**src/rtl/csr_access_sequencer.sv**
```systemverilog
// Zicsr read-modify-write sequencer between the execute stage and the CSR register file.
// Each instruction is read, checked for privilege and read-only violations, optionally written, then answered.
module csr_access_sequencer #(
  parameter int C_XLEN = 32
) (
  input  logic              clk_i,
  input  logic              resetb_i,
  input  logic              clk_en_i,
  input  logic              req_valid_i,
  output logic              req_ready_o,
  input  logic [2:0]        req_op_i,
  input  logic [11:0]       req_addr_i,
  input  logic [4:0]        req_rs1_i,
  input  logic [C_XLEN-1:0] req_rs1_data_i,
  output logic              rsp_valid_o,
  input  logic              rsp_ready_i,
  output logic [C_XLEN-1:0] rsp_data_o,
  output logic              rsp_illegal_o,
  output logic              csr_access_o,
  output logic [11:0]       csr_addr_o,
  output logic [C_XLEN-1:0] csr_data_o,
  input  logic [C_XLEN-1:0] csr_data_i,
  input  logic              csr_illegal_i,
  input  logic [1:0]        hpl_i,
  output logic [1:0]        dbg_state_o
);

  typedef enum logic [1:0] {
    ST_IDLE  = 2'd0,
    ST_READ  = 2'd1,
    ST_WRITE = 2'd2,
    ST_RESP  = 2'd3
  } state_t;

  state_t              state;
  logic [1:0]          op_q;
  logic                write_req_q;
  logic [C_XLEN-1:0]   operand_q;
  logic [C_XLEN-1:0]   old_q;

  logic [C_XLEN-1:0]   operand_d;
  logic                write_req_d;
  logic                illegal_d;
  logic [C_XLEN-1:0]   new_value;

  // Handshakes: a transfer happens on an enabled rising edge where valid and ready are both high;
  // the request side is ready only in IDLE, and the response is held stable while valid until taken.
  assign req_ready_o = (state == ST_IDLE);
  assign dbg_state_o = state;

  always_comb begin
    operand_d   = req_op_i[2] ? {{(C_XLEN-5){1'b0}}, req_rs1_i} : req_rs1_data_i;
    write_req_d = !(req_op_i[1] && (req_rs1_i == 5'd0));
  end

  // csr_addr_o carries the latched address, so it doubles as the address under check.
  always_comb begin
    illegal_d = csr_illegal_i
              | (csr_addr_o[9:8] > hpl_i)
              | (op_q == 2'b00)
              | (write_req_q & (csr_addr_o[11:10] == 2'b11));
  end

  always_comb begin
    new_value = operand_q;
    case (op_q)
      2'b10:   new_value = csr_data_i | operand_q;
      2'b11:   new_value = csr_data_i & ~operand_q;
      default: new_value = operand_q;
    endcase
  end

  always_ff @(posedge clk_i or negedge resetb_i) begin
    if (!resetb_i) begin
      state         <= ST_IDLE;
      op_q          <= 2'b00;
      write_req_q   <= 1'b0;
      operand_q     <= '0;
      old_q         <= '0;
      rsp_valid_o   <= 1'b0;
      rsp_data_o    <= '0;
      rsp_illegal_o <= 1'b0;
      csr_access_o  <= 1'b0;
      csr_addr_o    <= '0;
      csr_data_o    <= '0;
    end else if (clk_en_i) begin
      case (state)
        ST_IDLE: begin
          if (req_valid_i) begin
            op_q        <= req_op_i[1:0];
            write_req_q <= write_req_d;
            operand_q   <= operand_d;
            csr_addr_o  <= req_addr_i;
            state       <= ST_READ;
          end
        end
        ST_READ: begin
          old_q         <= csr_data_i;
          rsp_illegal_o <= illegal_d;
          if (write_req_q && !illegal_d) begin
            csr_access_o <= 1'b1;
            csr_data_o   <= new_value;
            state        <= ST_WRITE;
          end else begin
            // Illegal instructions never expose the CSR contents.
            rsp_valid_o <= 1'b1;
            rsp_data_o  <= illegal_d ? '0 : csr_data_i;
            state       <= ST_RESP;
          end
        end
        ST_WRITE: begin
          csr_access_o <= 1'b0;
          rsp_valid_o  <= 1'b1;
          rsp_data_o   <= old_q;
          state        <= ST_RESP;
        end
        ST_RESP: begin
          if (rsp_ready_i) begin
            rsp_valid_o <= 1'b0;
            state       <= ST_IDLE;
          end
        end
        default: state <= ST_IDLE;
      endcase
    end
  end

endmodule

```
**config.mk**
```make
export PLATFORM = sky130hd
export DESIGN_NAME = csr_access_sequencer
export DESIGN_NICKNAME = d
export VERILOG_FILES = /design/src/rtl/csr_access_sequencer.sv
export SDC_FILE = /design/constraint.sdc
export NUM_CORES = 1
export LEC_CHECK = 0
export CAP_MARGIN = 20
export CORE_MARGIN = 2
export CORE_UTILIZATION = 50
export CTS_BUF_LIST = sky130_fd_sc_hd__clkbuf_2 sky130_fd_sc_hd__clkbuf_4 sky130_fd_sc_hd__clkbuf_8
export DETAILED_ROUTE_END_ITERATION = 12
export PLACE_DENSITY = 0.89
export SLEW_MARGIN = 20
export SYNTH_ARGS = -nofsm -noshare
export SYNTH_HDL_FRONTEND = slang
export SYNTH_SLANG_ARGS = --single-unit
```
**constraint.sdc**
```tcl
create_clock -name clk_i -period 4.7 [get_ports clk_i]
set_clock_uncertainty 0.15 [all_clocks]
set_input_delay 0.94 -clock clk_i [delete_from_list [all_inputs] [get_ports clk_i]]
set_output_delay 0.94 -clock clk_i [all_outputs]
set_load 0.03 [all_outputs]
```
; After elaboration in Yosys (flattened, before gate mapping)
; Cells that the tools add are included.
[word_totals]
output_inout_bits = 82
word_cells = 59
in_bits = 92
ff_bits = 148
[classes]
muxes = 14
n_reduce_logical = 16
n_eq_ne = 10
n_bitwise = 7
n_lt_le_gt_ge = 1
[op_table]
columns = operator, n
row1 = $pmux 32 s2, 2
row2 = $mux 32, 3
row3 = $and 32x32->32, 1
row4 = $not 32->32, 1
row5 = $or 32x32->32, 1
row6 = $reduce_and 3->1, 5
row7 = $eq 2x2->1 const B, 5
row8 = $ne 2x2->1 const B, 4
row9 = $pmux 2 s4, 1
row10 = $logic_not 5->1, 1
row11 = $logic_not 2->1, 2
row12 = $mux 1, 4
row13 = $mux 2, 2
row14 = $reduce_and 4->1, 1
row15 = $or 1x1->1, 3
row16 = $pmux 1 s3, 1
row17 = $reduce_bool 3->1, 1
row18 = $eq 2x1->1 const B, 1
row19 = $gt 2x2->1, 1
row20 = $logic_and 1x1->1, 2
row21 = $logic_not 1->1, 2
row22 = $pmux 1 s2, 1
row23 = $reduce_and 2->1, 1
row24 = $reduce_bool 2->1, 1
row25 = $and 1x1->1, 1

; Longest topological paths before layout
; Gate-level depths: netlist (run 1).
[depth]
depth_word = 8
depth_mapped = 9
ltp_nobuf = 7

; Worst setup path after synthesis (run 1)
; No wires, ideal clock.
[synth_timing]
path_type = input -> register
startpoint = input hpl_i[1]
endpoint = register csr_data_o[14]
setup_ps = 125
t_required_ps = 4425
stages = 7
slack_ps = 2063
t_arrival_ps = 2362
path_buffers = 1
cell_sequence = inv_1 ha_1 nor2b_1 o21a_1 nor3_2 buf_2 mux2_2
[synth_between]
elab_chain_cells = 7
[synth_lines]
columns = element, line
row1 = start: declaration, 24  ; input logic [1:0] hpl_i,
row2 = $gt 2x2->1, 59  ; | (csr_addr_o[9:8] > hpl_i)
row3 = $or 1x1->1, 59
row4 = $or 1x1->1, 60  ; | (op_q == 2'b00)
row5 = $or 1x1->1, 61  ; | (write_req_q & (csr_addr_o[11:10] == 2'b11));
row6 = $logic_not 1->1, 100  ; if (write_req_q && !illegal_d) begin
row7 = $logic_and 1x1->1, 100
row8 = $reduce_and 3->1 (no line), n/a
row9 = end signal: assignment, 102  ; csr_data_o <= new_value;
row10 = end: declaration, 21  ; output logic [C_XLEN-1:0] csr_data_o,
; No other way between the ends.
; A chain may end at the register's enable or synchronous reset.

; Worst setup path in the final report (run 1)
[layout_timing]
startpoint = input hpl_i[1]
endpoint = register rsp_data_o[26]
[layout_between]
elab_chain_cells = 8
word_cells_on_any_way = 11
cone_classes = order compare: 1 / eq/ne: 1 / mux: 3 / bitwise: 3 / reduce/logical: 3
[layout_lines]
columns = element, line
row1 = $gt 2x2->1 *, 59
row2 = $or 1x1->1 *, 59
row3 = $or 1x1->1 *, 60
row4 = $or 1x1->1 *, 61
row5 = $logic_not 1->1, 100
row6 = $logic_and 1x1->1, 100
row7 = $ne 2x2->1 (no line), n/a
row8 = $reduce_and 3->1 (no line), n/a
row9 = end signal: assignment, 107  ; rsp_data_o <= illegal_d ? '0 : csr_data_i;
row10 = end signal: assignment, 114  ; rsp_data_o <= old_q;
row11 = end: declaration, 17  ; output logic [C_XLEN-1:0] rsp_data_o,
; Every way passes the cells marked *; elsewhere a longest branch is shown, timed or not. The select of a mux whose other input is x is not followed.

==> results.py, run 1 <==
metrics = {
    "sta": {
        "setup_viol": 0,
        "max_freq_ghz": 0.315,
        "hold_viol": 0,
        "maxSlewHeadroom": 0.337,
        "rsz0062_at_grt": "false",
        "worst_slew_pin_slew_ps": 991,
        "setup_tns_ps": 0,
        "period_minus_slack_ps": 3170,
        "min_period_over_period": 0.675,
        "finalWorstSetupSlack_ps": 1530,
        "whs_ps": 339,
        "slew_viol_final": 0,
    },
    "cts": {
        "clockBufferDepth": 2,
        "insertion_delay_ps": 430,
        "cts.clk_slew.worst_paths_ps": 70,
        "cts_hold_buf": 0,
        "cts_root_buf": "clkbuf_8",
        "cts_setup_buffers": 0,
        "cts_buffers": 17,
        "htree_levels": 4,
        "cts_tree": "yes",
        "numClockSinks": 148,
        "ctsResizeCount": 0,
    },
    "floorplanning": {
        "die_area_sq_mm": 0.0141,
        "start_util": 0.517,
        "core_area_sq_mm": 0.0127,
        "rows": 41,
        "die_y_um": 119,
        "die_w_um": 119,
        "num_io_pins": 174,
    },
    "synthesis": {
        "synth-seq-cells": 148,
        "syn_nets": 659,
        "yosys_warnings": 0,
        "yosysUniqueCellTypes": 37,
        "yosys.area_share.simple": 0.0765,
        "synth_area_per_cell_sq_um": 11.7,
        "muxShareOfSynthArea": 0.129,
        "synth_flop_cell": "dfrtp_1",
        "yosysSeqAreaShare": 0.563,
        "synth-compound-area-share": 0.183,
        "netlist_instances": 560,
        "synth-xor-area-share": 0,
        "synth_edf_count": 0,
        "synth_top_family_by_area": "compound AO/OA/AOI/OAI gates",
        "synth-async-reset-ratio": 1.00,
        "syn_area_sq_mm": 0.00657,
        "synth_adder_area_share": 0.0133,
    },
    "final_layout": {
        "final_nets": 820,
        "syn_to_final_growth_pct": 34.7,
        "layout-drive-gt1-share": 0.168,
        "fillers": 952,
        "n_antenna_cell": 0,
    },
    "worst_hold_path": {
        "hold_path_class": "register to register",
        "hold_start": "rsp_illegal_o",
    },
    "flow_run": {
        "maxCapViolCount": 0,
    },
    "route": {
        "avgViaCountPerCell": 5.69,
        "drt-total-wl_um": 17400,
        "vias": 5151,
        "antenna_left": 0,
        "drtIter0Drc": 399,
        "drt-wirelength-per-cell_um": 19.2,
        "dr.pass1.iters": 5,
        "route.detailed.drc": 0,
    },
    "global_route": {
        "antenna_found_initial": 0,
        "met3_usage": 0.0487,
        "use_met1": 0.302,
        "grt_start_max_net_pins": 90,
        "track_usage": 0.254,
        "grt_overflow_total": 0,
        "top_usage_layer": "met2",
        "use_met2": 0.445,
        "grt_pass1_vias": 5468,
        "grt_first_pass_wirelength_um": 28200,
    },
    "critical_path": {
        "cpPeakStageDelay_ps": 670,
        "worstPathArrival_ps": 3380,
        "worst_setup_path_end_kind": "register",
        "worstPathRequired_ps": 4910,
        "startpoint": "hpl_i[1]",
        "crit_type": "input port to register",
        "critPathSlowestCell": "nor2_4",
        "cp_cell_sequence": "clkdlybuf4s50_1, inv_1, ha_1, nor2b_1, o21a_1, o21ai_2, nor2_4, o221a_1",
        "r2r_start": "csr_addr_o[9]",
        "worstSetupStartpointType": "input port",
        "cp_max_fo": 32,
    },
    "place": {
        "dp_slack_ps": 1120,
        "dpl.hpwl_um": 12100,
        "gp_congestion": 0.821,
        "portBuffers": 173,
    },
    "status": {
        "status": "finished, final reports clean",
    },
    "pwr": {
        "power_w": 0.00629,
        "vdd_drop_max_mv": 0.412,
        "power_density_mw_per_mm2": 710,
        "power.leakage_nw": 3.82,
    },
}
[registers in the layout, indices dropped and copies added, names as in the netlist]
signal / flops
write_req_q: 1
csr_data_o: 32
old_q: 32
operand_q: 32
dbg_state_o: 2
rsp_valid_o: 1
csr_access_o: 1
rsp_illegal_o: 1
rsp_data_o: 32
csr_addr_o: 12
op_q: 2
[path summary, 6_finish.rpt]
kind	slack (ps)	cells past startpoint	to
max in group asynchronous	3000	2	rsp_data_o[21]
hold reg to reg	340	1	rsp_illegal_o
setup / recovery	1530	8	rsp_data_o[26]
hold / removal	340	1	rsp_illegal_o
setup reg to reg	2120	6	rsp_data_o[26]
min in group asynchronous	410	1	csr_data_o[0]
[critical path: cells and delay by family]
kind / cells / cell delay (ps)
AO/OA/AOI/OAI: 3 / 800
adder cells (fa/ha/maj): 1 / 280
buffers and inverters: 2 / 500
AND/OR/NAND/NOR: 2 / 850
[placed cells by master, fill, tap and decap left out, types with 2 or more instances in the layout]
| cell type | synthesis | final |
|---|---|---|
| mux2i_1 | 5 | 5 |
| a21oi_1 | 64 | 64 |
| clkinv_2 | 0 | 3 |
| a21o_1 | 33 | 33 |
| o31ai_1 | 2 | 2 |
| o21ai_0 | 36 | 36 |
| clkbuf_8 | 0 | 19 |
| clkbuf_4 | 0 | 4 |
| nand2_1 | 47 | 46 |
| nand2b_1 | 28 | 28 |
| dfrtp_1 | 148 | 148 |
| nand3_1 | 3 | 2 |
| o221a_1 | 30 | 30 |
| mux2_2 | 69 | 69 |
| nor2_1 | 19 | 18 |
| clkdlybuf4s50_1 | 0 | 171 |
| mux2_1 | 2 | 2 |
| inv_1 | 8 | 8 |
| ha_1 | 7 | 7 |
| buf_4 | 0 | 8 |
| bufinv_16 | 0 | 4 |
| o221a_2 | 2 | 2 |
[layout make-up]
class	instances	area [sq um]	area share
Clock buffer	23	292	0.0329
Multi-Input combinational cell	365	2670	0.302
Sequential cell	148	3700	0.418
Clock inverter	9	151	0.0171
Tap cell	172	215	0.0243
Inverter	8	30.0	0.00339
Timing Repair Buffer	181	1790	0.202
[per-stage QoR]
stage | util | instances | instance area, sq um
final | 0.696 | 906 | 8850
after global routing | 0.696 | 906 | 8850
after CTS | 0.696 | 906 | 8860
after detailed placement | 0.661 | 874 | 8410
after global placement | 0.661 | 874 | 8410
after floorplan | - | 560 | 6570
[cells by family after synthesis]
logic type / count (synthesis)
multiplexers: 76
buffers and inverters: 47
adder cells (fa/ha/maj): 7
AO/OA/AOI/OAI: 177
flip-flops: 148
AND/OR/NAND/NOR: 105
[routing by layer]
layer  up-vias  routed length, um  part of all wire
met1      2611               6970              0.40
met3        39                788             0.045
met5         -                  0                 0
met2       170               9110              0.52
met4         0                511             0.029
li1       2331                  -                 -
[report_power, final]
| part | switching [W] | leakage (nW) | total [W] | internal (W) |
|---|---|---|---|---|
| combinational | 0.00161 | 1.77 | 0.00292 | 0.00131 |
| clock | 0.000450 | 0.228 | 0.00108 | 0.000629 |
| sequential | 0.000410 | 1.83 | 0.00229 | 0.00188 |
[synth_stat cells, types with 2 or more instances]
cell      count  area, sq um
nand2b_1     28          175
ha_1          7         87.6
o221a_1      30          338
buf_6         5         56.3
a21oi_1      64          320
dfrtp_1     148         3700
nor2_1       19         71.3
o21ai_0      36          180
o21ai_1       2         10.0
nand2_1      47          176
mux2i_1       5         50.1
nand3_1       3         15.0
buf_2        12         60.1
inv_1         8         30.0
a21o_1       33          248
o31ai_1       2         15.0
mux2_2       69          777
mux2_1        2         22.5
clkbuf_1     21         78.8
o221a_2       2         22.5
(Power assumes the default switching activity.)
==> run 2, diff against run 1 <==
Settings changed: CORE_UTILIZATION 50 to 45, PLACE_DENSITY 0.89 to 0.85.
Clock period 4.7 ns to 2.7 ns, I/O delays scaled along.
==> results.py, run 2 (synthesis results as in run 1) <==
metrics = {
    "cts": {
        "cts_tree": "yes",
        "cts_buffers": 17,
        "numClockSinks": 148,
        "clockBufferDepth": 2,
        "cts_root_buf": "clkbuf_8",
        "insertion_delay_ps": 440,
        "cts.clk_slew.worst_paths_ps": 70,
        "htree_levels": 4,
    },
    "floorplanning": {
        "die_w_um": 125,
        "start_util": 0.456,
        "core_area_sq_mm": 0.0144,
        "die_area_sq_mm": 0.0156,
        "die_y_um": 125,
        "num_io_pins": 174,
        "rows": 44,
    },
    "sta": {
        "whs_ps": 350,
        "maxSlewHeadroom": 0.588,
        "worst_slew_pin_slew_ps": 618,
        "slew_viol_final": 0,
        "setup_viol": 0,
        "rsz0062_at_grt": "false",
        "min_period_over_period": 0.929,
        "max_freq_ghz": 0.399,
        "setup_tns_ps": 0,
        "hold_viol": 0,
        "period_minus_slack_ps": 2510,
    },
    "critical_path": {
        "worst_setup_path_end_kind": "register",
        "path_buf_inv": 4,
        "r2r-end": "csr_data_o[8]",
        "rrSetupSlack_ps": 380,
        "cp_max_fo": 17,
        "cp_top_family": "buffers and inverters",
        "worstPathRequired_ps": 2870,
        "cp.depth": 9,
        "worstPathArrival_ps": 2680,
        "cp_cell_sequence": "clkdlybuf4s50_1, inv_1, ha_1, nor2b_1, o21a_1, buf_4, nor3_4, buf_4, mux2_2",
        "reg2reg_depth": 7,
        "cpPeakStageDelay_ps": 460,
        "worstSetupStartpointType": "input port",
        "r2r_start": "csr_addr_o[9]",
        "critPathSlowestCell": "clkdlybuf4s50_1",
        "timing.critical_path.mode_cell": "buf_4",
        "crit_type": "input port to register",
    },
    "worst_hold_path": {
        "hold_path_class": "register to register",
        "hold_start": "csr_data_o[11]",
        "hold_depth": 1,
        "holdPathEnd": "csr_data_o[11]",
    },
    "pwr": {
        "seqPwrFrac": 0.367,
        "p_int_w": 0.00652,
        "swShare": 0.401,
        "p_sw_w": 0.00437,
        "power.leakage_nw": 3.89,
        "p_clk_frac": 0.150,
        "vdd_drop_max_mv": 0.575,
        "power_frac_comb": 0.483,
        "power_density_mw_per_mm2": 1210,
    },
    "place": {
        "dpl.hpwl_um": 12300,
        "gp_congestion": 0.844,
        "place_inst": 897,
        "placed_area_sq_mm": 0.00861,
        "portBuffers": 173,
    },
    "status": {
        "status": "finished, final reports clean",
    },
    "final_layout": {
        "final_cells": 928,
        "n_antenna_cell": 0,
        "layout_commonest_cell": "clkdlybuf4s50_1",
        "final_cell_area_sq_mm": 0.00900,
        "final_nets": 833,
        "layout-drive-gt1-share": 0.173,
        "seqCellArea_sq_mm": 0.00370,
        "multi_input_area_sq_mm": 0.00269,
        "fillers": 1147,
        "syn_to_final_growth_pct": 36.9,
        "layout_common_cells": "clkdlybuf4s50_1, dfrtp_1, mux2_2, a21oi_1, nand2_1",
    },
    "flow_run": {
        "maxCapViolCount": 0,
    },
    "route": {
        "drt-total-wl_um": 18100,
        "drt-wirelength-per-cell_um": 19.5,
        "drtIter0Drc": 335,
        "vias": 5185,
        "route.detailed.drc": 0,
        "avgViaCountPerCell": 5.59,
        "dr.pass1.iters": 5,
        "antenna_left": 0,
    },
    "global_route": {
        "grt_pass1_vias": 5545,
        "track_usage": 0.233,
        "grt_overflow_total": 0,
        "grt_start_max_net_pins": 63,
        "top_usage_layer": "met2",
        "antenna_found_initial": 0,
        "grt_first_pass_wirelength_um": 28600,
        "use_met1": 0.285,
        "use_met2": 0.397,
        "met3_usage": 0.0610,
    },
}
[run 2: cell types whose count changed in the layout (fill, tap and decap cells not counted), sizes merged]
| cell | before | now |
|---|---|---|
| nor2 | 19 | 20 |
| dlygate4sd3 | 0 | 1 |
| bufinv | 4 | 1 |
| clkbuf | 23 | 25 |
| dlygate4sd2 | 0 | 1 |
| clkinv | 4 | 2 |
| buf | 10 | 20 |
[run 2: worst max path at each step]
| stage | from | to | slack (ps) |
|---|---|---|---|
| final | hpl_i[1] | csr_data_o[8] | 190 |
| after global routing | hpl_i[1] | csr_data_o[0] | 90 |
| after CTS | hpl_i[1] | rsp_data_o[11] | 100 |
| after detailed placement | hpl_i[1] | rsp_data_o[11] | -360 |
| after global placement | hpl_i[1] | rsp_data_o[28] | -260 |
| after floorplan | dbg_state_o[0] | csr_addr_o[0] | 430 |
[run 2: repair_timing]
item	4_1_cts	5_1_grt
setup buffers	0	0
hold endpoints to repair	60	0
hold buffers	1	0
gates resized for setup	1	1
endpoints found under the setup margin	1	32
pin swaps	0	1
cloned	0	1
[run 2: layout make-up]
type | instances | share of cell area
Clock inverter | 4 | 0.00528
Tap cell | 184 | 0.0256
Timing Repair Buffer | 193 | 0.219
Multi-Input combinational cell | 366 | 0.299
Clock buffer | 25 | 0.0361
Sequential cell | 148 | 0.412
Inverter | 8 | 0.00334
[run 2: layer usage]
metal	part of all wire	routed length, um
met1	0.41	7360
met2	0.51	9200
met3	0.059	1060
met4	0.025	447
met5	0	0
[run 2: power by group through the flow]
| stage | Combinational (W) | Clock (W) | Sequential [W] |
|---|---|---|---|
| 3_3_place_gp | 0.00503 | 0 | 0.00393 |
| 6_report | 0.00526 | 0.00164 | 0.00400 |
| 5_1_grt | 0.00561 | 0.00177 | 0.00412 |
| 2_1_floorplan | 0.00207 | 0 | 0.00496 |
| 3_5_place_dp | 0.00524 | 0 | 0.00401 |
| 4_1_cts | 0.00525 | 0.00167 | 0.00398 |
[run 2: worst register-to-register path: cells and delay by family (launching register included)]
kind	cells	cell delay [ps]
AOI/OAI and AO/OA	1	190
and+or+nand+nor	2	330
muxes	1	380
DFF	1	390
adders and majority gates	1	310
buffers and inverters	2	460
[run 2: through the flow]
step / worst slack (ps) / power [W] / util
final: 193 / 0.0109 / 0.624
after global routing: 85.5 / 0.0115 / 0.624
after CTS: 104 / 0.0109 / 0.623
after detailed placement: -363 / 0.00925 / 0.597
after global placement: -263 / 0.00896 / 0.597
after floorplan: 434 / 0.00703 / -
==> run 3, diff against run 2 <==
Settings changed: PLACE_DENSITY 0.85 to 0.77.
==> results.py, run 3 (synthesis results as in run 1) <==
metrics = {
    "route": {
        "antenna_left": 0,
        "drtIter0Drc": 262,
        "vias": 5135,
        "route.detailed.drc": 0,
        "avgViaCountPerCell": 5.52,
        "drt-total-wl_um": 17700,
        "dr.pass1.iters": 4,
        "drt-wirelength-per-cell_um": 19.0,
    },
    "pwr": {
        "p_clk_frac": 0.168,
        "power.leakage_nw": 3.92,
        "vdd_drop_max_mv": 0.692,
        "power_density_mw_per_mm2": 1220,
        "p_int_w": 0.00671,
        "power_frac_comb": 0.472,
        "power_w": 0.0111,
        "seqPwrFrac": 0.359,
        "p_sw_w": 0.00434,
        "swShare": 0.393,
    },
    "critical_path": {
        "critPathSlowestCell": "clkdlybuf4s50_1",
        "cpPeakStageDelay_ps": 450,
        "cp.depth": 9,
        "endpoint": "rsp_data_o[27]",
        "path_buf_inv": 3,
        "worstPathArrival_ps": 2640,
        "worst_setup_path_end_kind": "register",
        "r2r_start": "csr_addr_o[9]",
        "startpoint": "hpl_i[1]",
        "reg2reg_depth": 7,
        "cp_max_fo": 18,
        "crit_type": "input port to register",
        "r2r-end": "rsp_data_o[27]",
        "worstSetupStartpointType": "input port",
        "cp_top_family": "compound AO/OA/AOI/OAI gates",
        "rrSetupSlack_ps": 420,
        "cp_cell_sequence": "clkdlybuf4s50_1, inv_1, ha_1, nor2b_1, o21a_1, o21ai_2, or2_1, buf_4, o221a_2",
        "worstPathRequired_ps": 2880,
    },
    "floorplanning": {
        "start_util": 0.456,
        "rows": 44,
        "die_area_sq_mm": 0.0156,
        "die_y_um": 125,
        "die_w_um": 125,
        "core_area_sq_mm": 0.0144,
        "num_io_pins": 174,
    },
    "place": {
        "dpl.hpwl_um": 12300,
        "placed_area_sq_mm": 0.00862,
        "portBuffers": 173,
        "place_inst": 900,
        "gp_congestion": 0.859,
    },
    "final_layout": {
        "layout_commonest_cell": "clkdlybuf4s50_1",
        "final_cells": 931,
        "layout_common_cells": "clkdlybuf4s50_1, dfrtp_1, mux2_2, a21oi_1, nand2_1",
        "syn_to_final_growth_pct": 37.8,
        "multi_input_area_sq_mm": 0.00267,
        "layout-drive-gt1-share": 0.177,
        "final_nets": 835,
        "final_cell_area_sq_mm": 0.00906,
        "seqCellArea_sq_mm": 0.00370,
        "n_antenna_cell": 0,
        "fillers": 1111,
    },
    "global_route": {
        "antenna_found_initial": 0,
        "grt_first_pass_wirelength_um": 29300,
        "grt_overflow_total": 0,
        "grt_start_max_net_pins": 81,
        "grt_pass1_vias": 5503,
        "track_usage": 0.236,
    },
    "cts": {
        "cts.clk_slew.worst_paths_ps": 80,
        "cts_setup_buffers": 0,
        "cts_tree": "yes",
        "htree_levels": 4,
        "clockBufferDepth": 2,
        "cts_buffers": 17,
        "numClockSinks": 148,
        "cts_root_buf": "clkbuf_8",
        "insertion_delay_ps": 440,
    },
    "worst_hold_path": {
        "hold_path_class": "register to register",
    },
    "sta": {
        "period_minus_slack_ps": 2460,
        "setup_tns_ps": 0,
        "max_freq_ghz": 0.407,
        "worst_slew_pin_slew_ps": 559,
        "hold_viol": 0,
        "setup_viol": 0,
        "slew_viol_final": 0,
        "rsz0062_at_grt": "false",
        "min_period_over_period": 0.910,
        "maxSlewHeadroom": 0.627,
    },
    "status": {
        "status": "finished, final reports clean",
    },
    "flow_run": {
        "maxCapViolCount": 0,
    },
}
-- run 3: worst min-delay path by stage --
stage / from / end / slack, ps / cells past startpoint
finish: rsp_illegal_o / rsp_illegal_o / 340 / 1
global route: rsp_illegal_o / rsp_illegal_o / 360 / 1
CTS: rsp_illegal_o / rsp_illegal_o / 340 / 1
global placement: rsp_illegal_o / rsp_illegal_o / 320 / 1
floorplan: resetb_i / csr_access_o / 90 / 0
detailed placement: rsp_illegal_o / rsp_illegal_o / 330 / 1
-- run 3: layout make-up --
| class | count | area share |
|---|---|---|
| clock inverters | 10 | 0.0173 |
| well taps | 184 | 0.0254 |
| clock buffers | 20 | 0.0297 |
| multi-input cells | 365 | 0.295 |
| inverters | 8 | 0.00332 |
| repair buffers | 196 | 0.220 |
| flip-flops and latches | 148 | 0.409 |
-- run 3: repair_timing --
item | 4_1_cts | 5_1_grt
setup endpoints to repair | 1 | 0
hold endpoints to repair | 54 | 0
gates resized for setup | 1 | 0
hold buffers | 1 | 0
-- run 3: power groups by stage --
stage	sequential (W)	combinational [W]	clock, W
after global placement	0.00395	0.00507	0
after global routing	0.00412	0.00559	0.00199
after detailed placement	0.00400	0.00524	0
after CTS	0.00397	0.00525	0.00189
final	0.00397	0.00522	0.00186
after floorplan	0.00496	0.00207	0
-- run 3: metrics by stage --
step                worst slack (ps)   util  hold slack [ps]
global placement                -170  0.598              324
detailed placement              -201  0.598              326
finish                           242  0.628              339
CTS                              267  0.628              344
global route                     170  0.628              363
floorplan                        434      -             94.4
-- run 3: metal layers --
layer	vias up	GRT usage	part of all wire
li1	2363	-	-
met2	155	0.389	0.50
met4	0	0.0810	0.022
met5	-	0	0
met3	27	0.0528	0.046
met1	2590	0.311	0.43
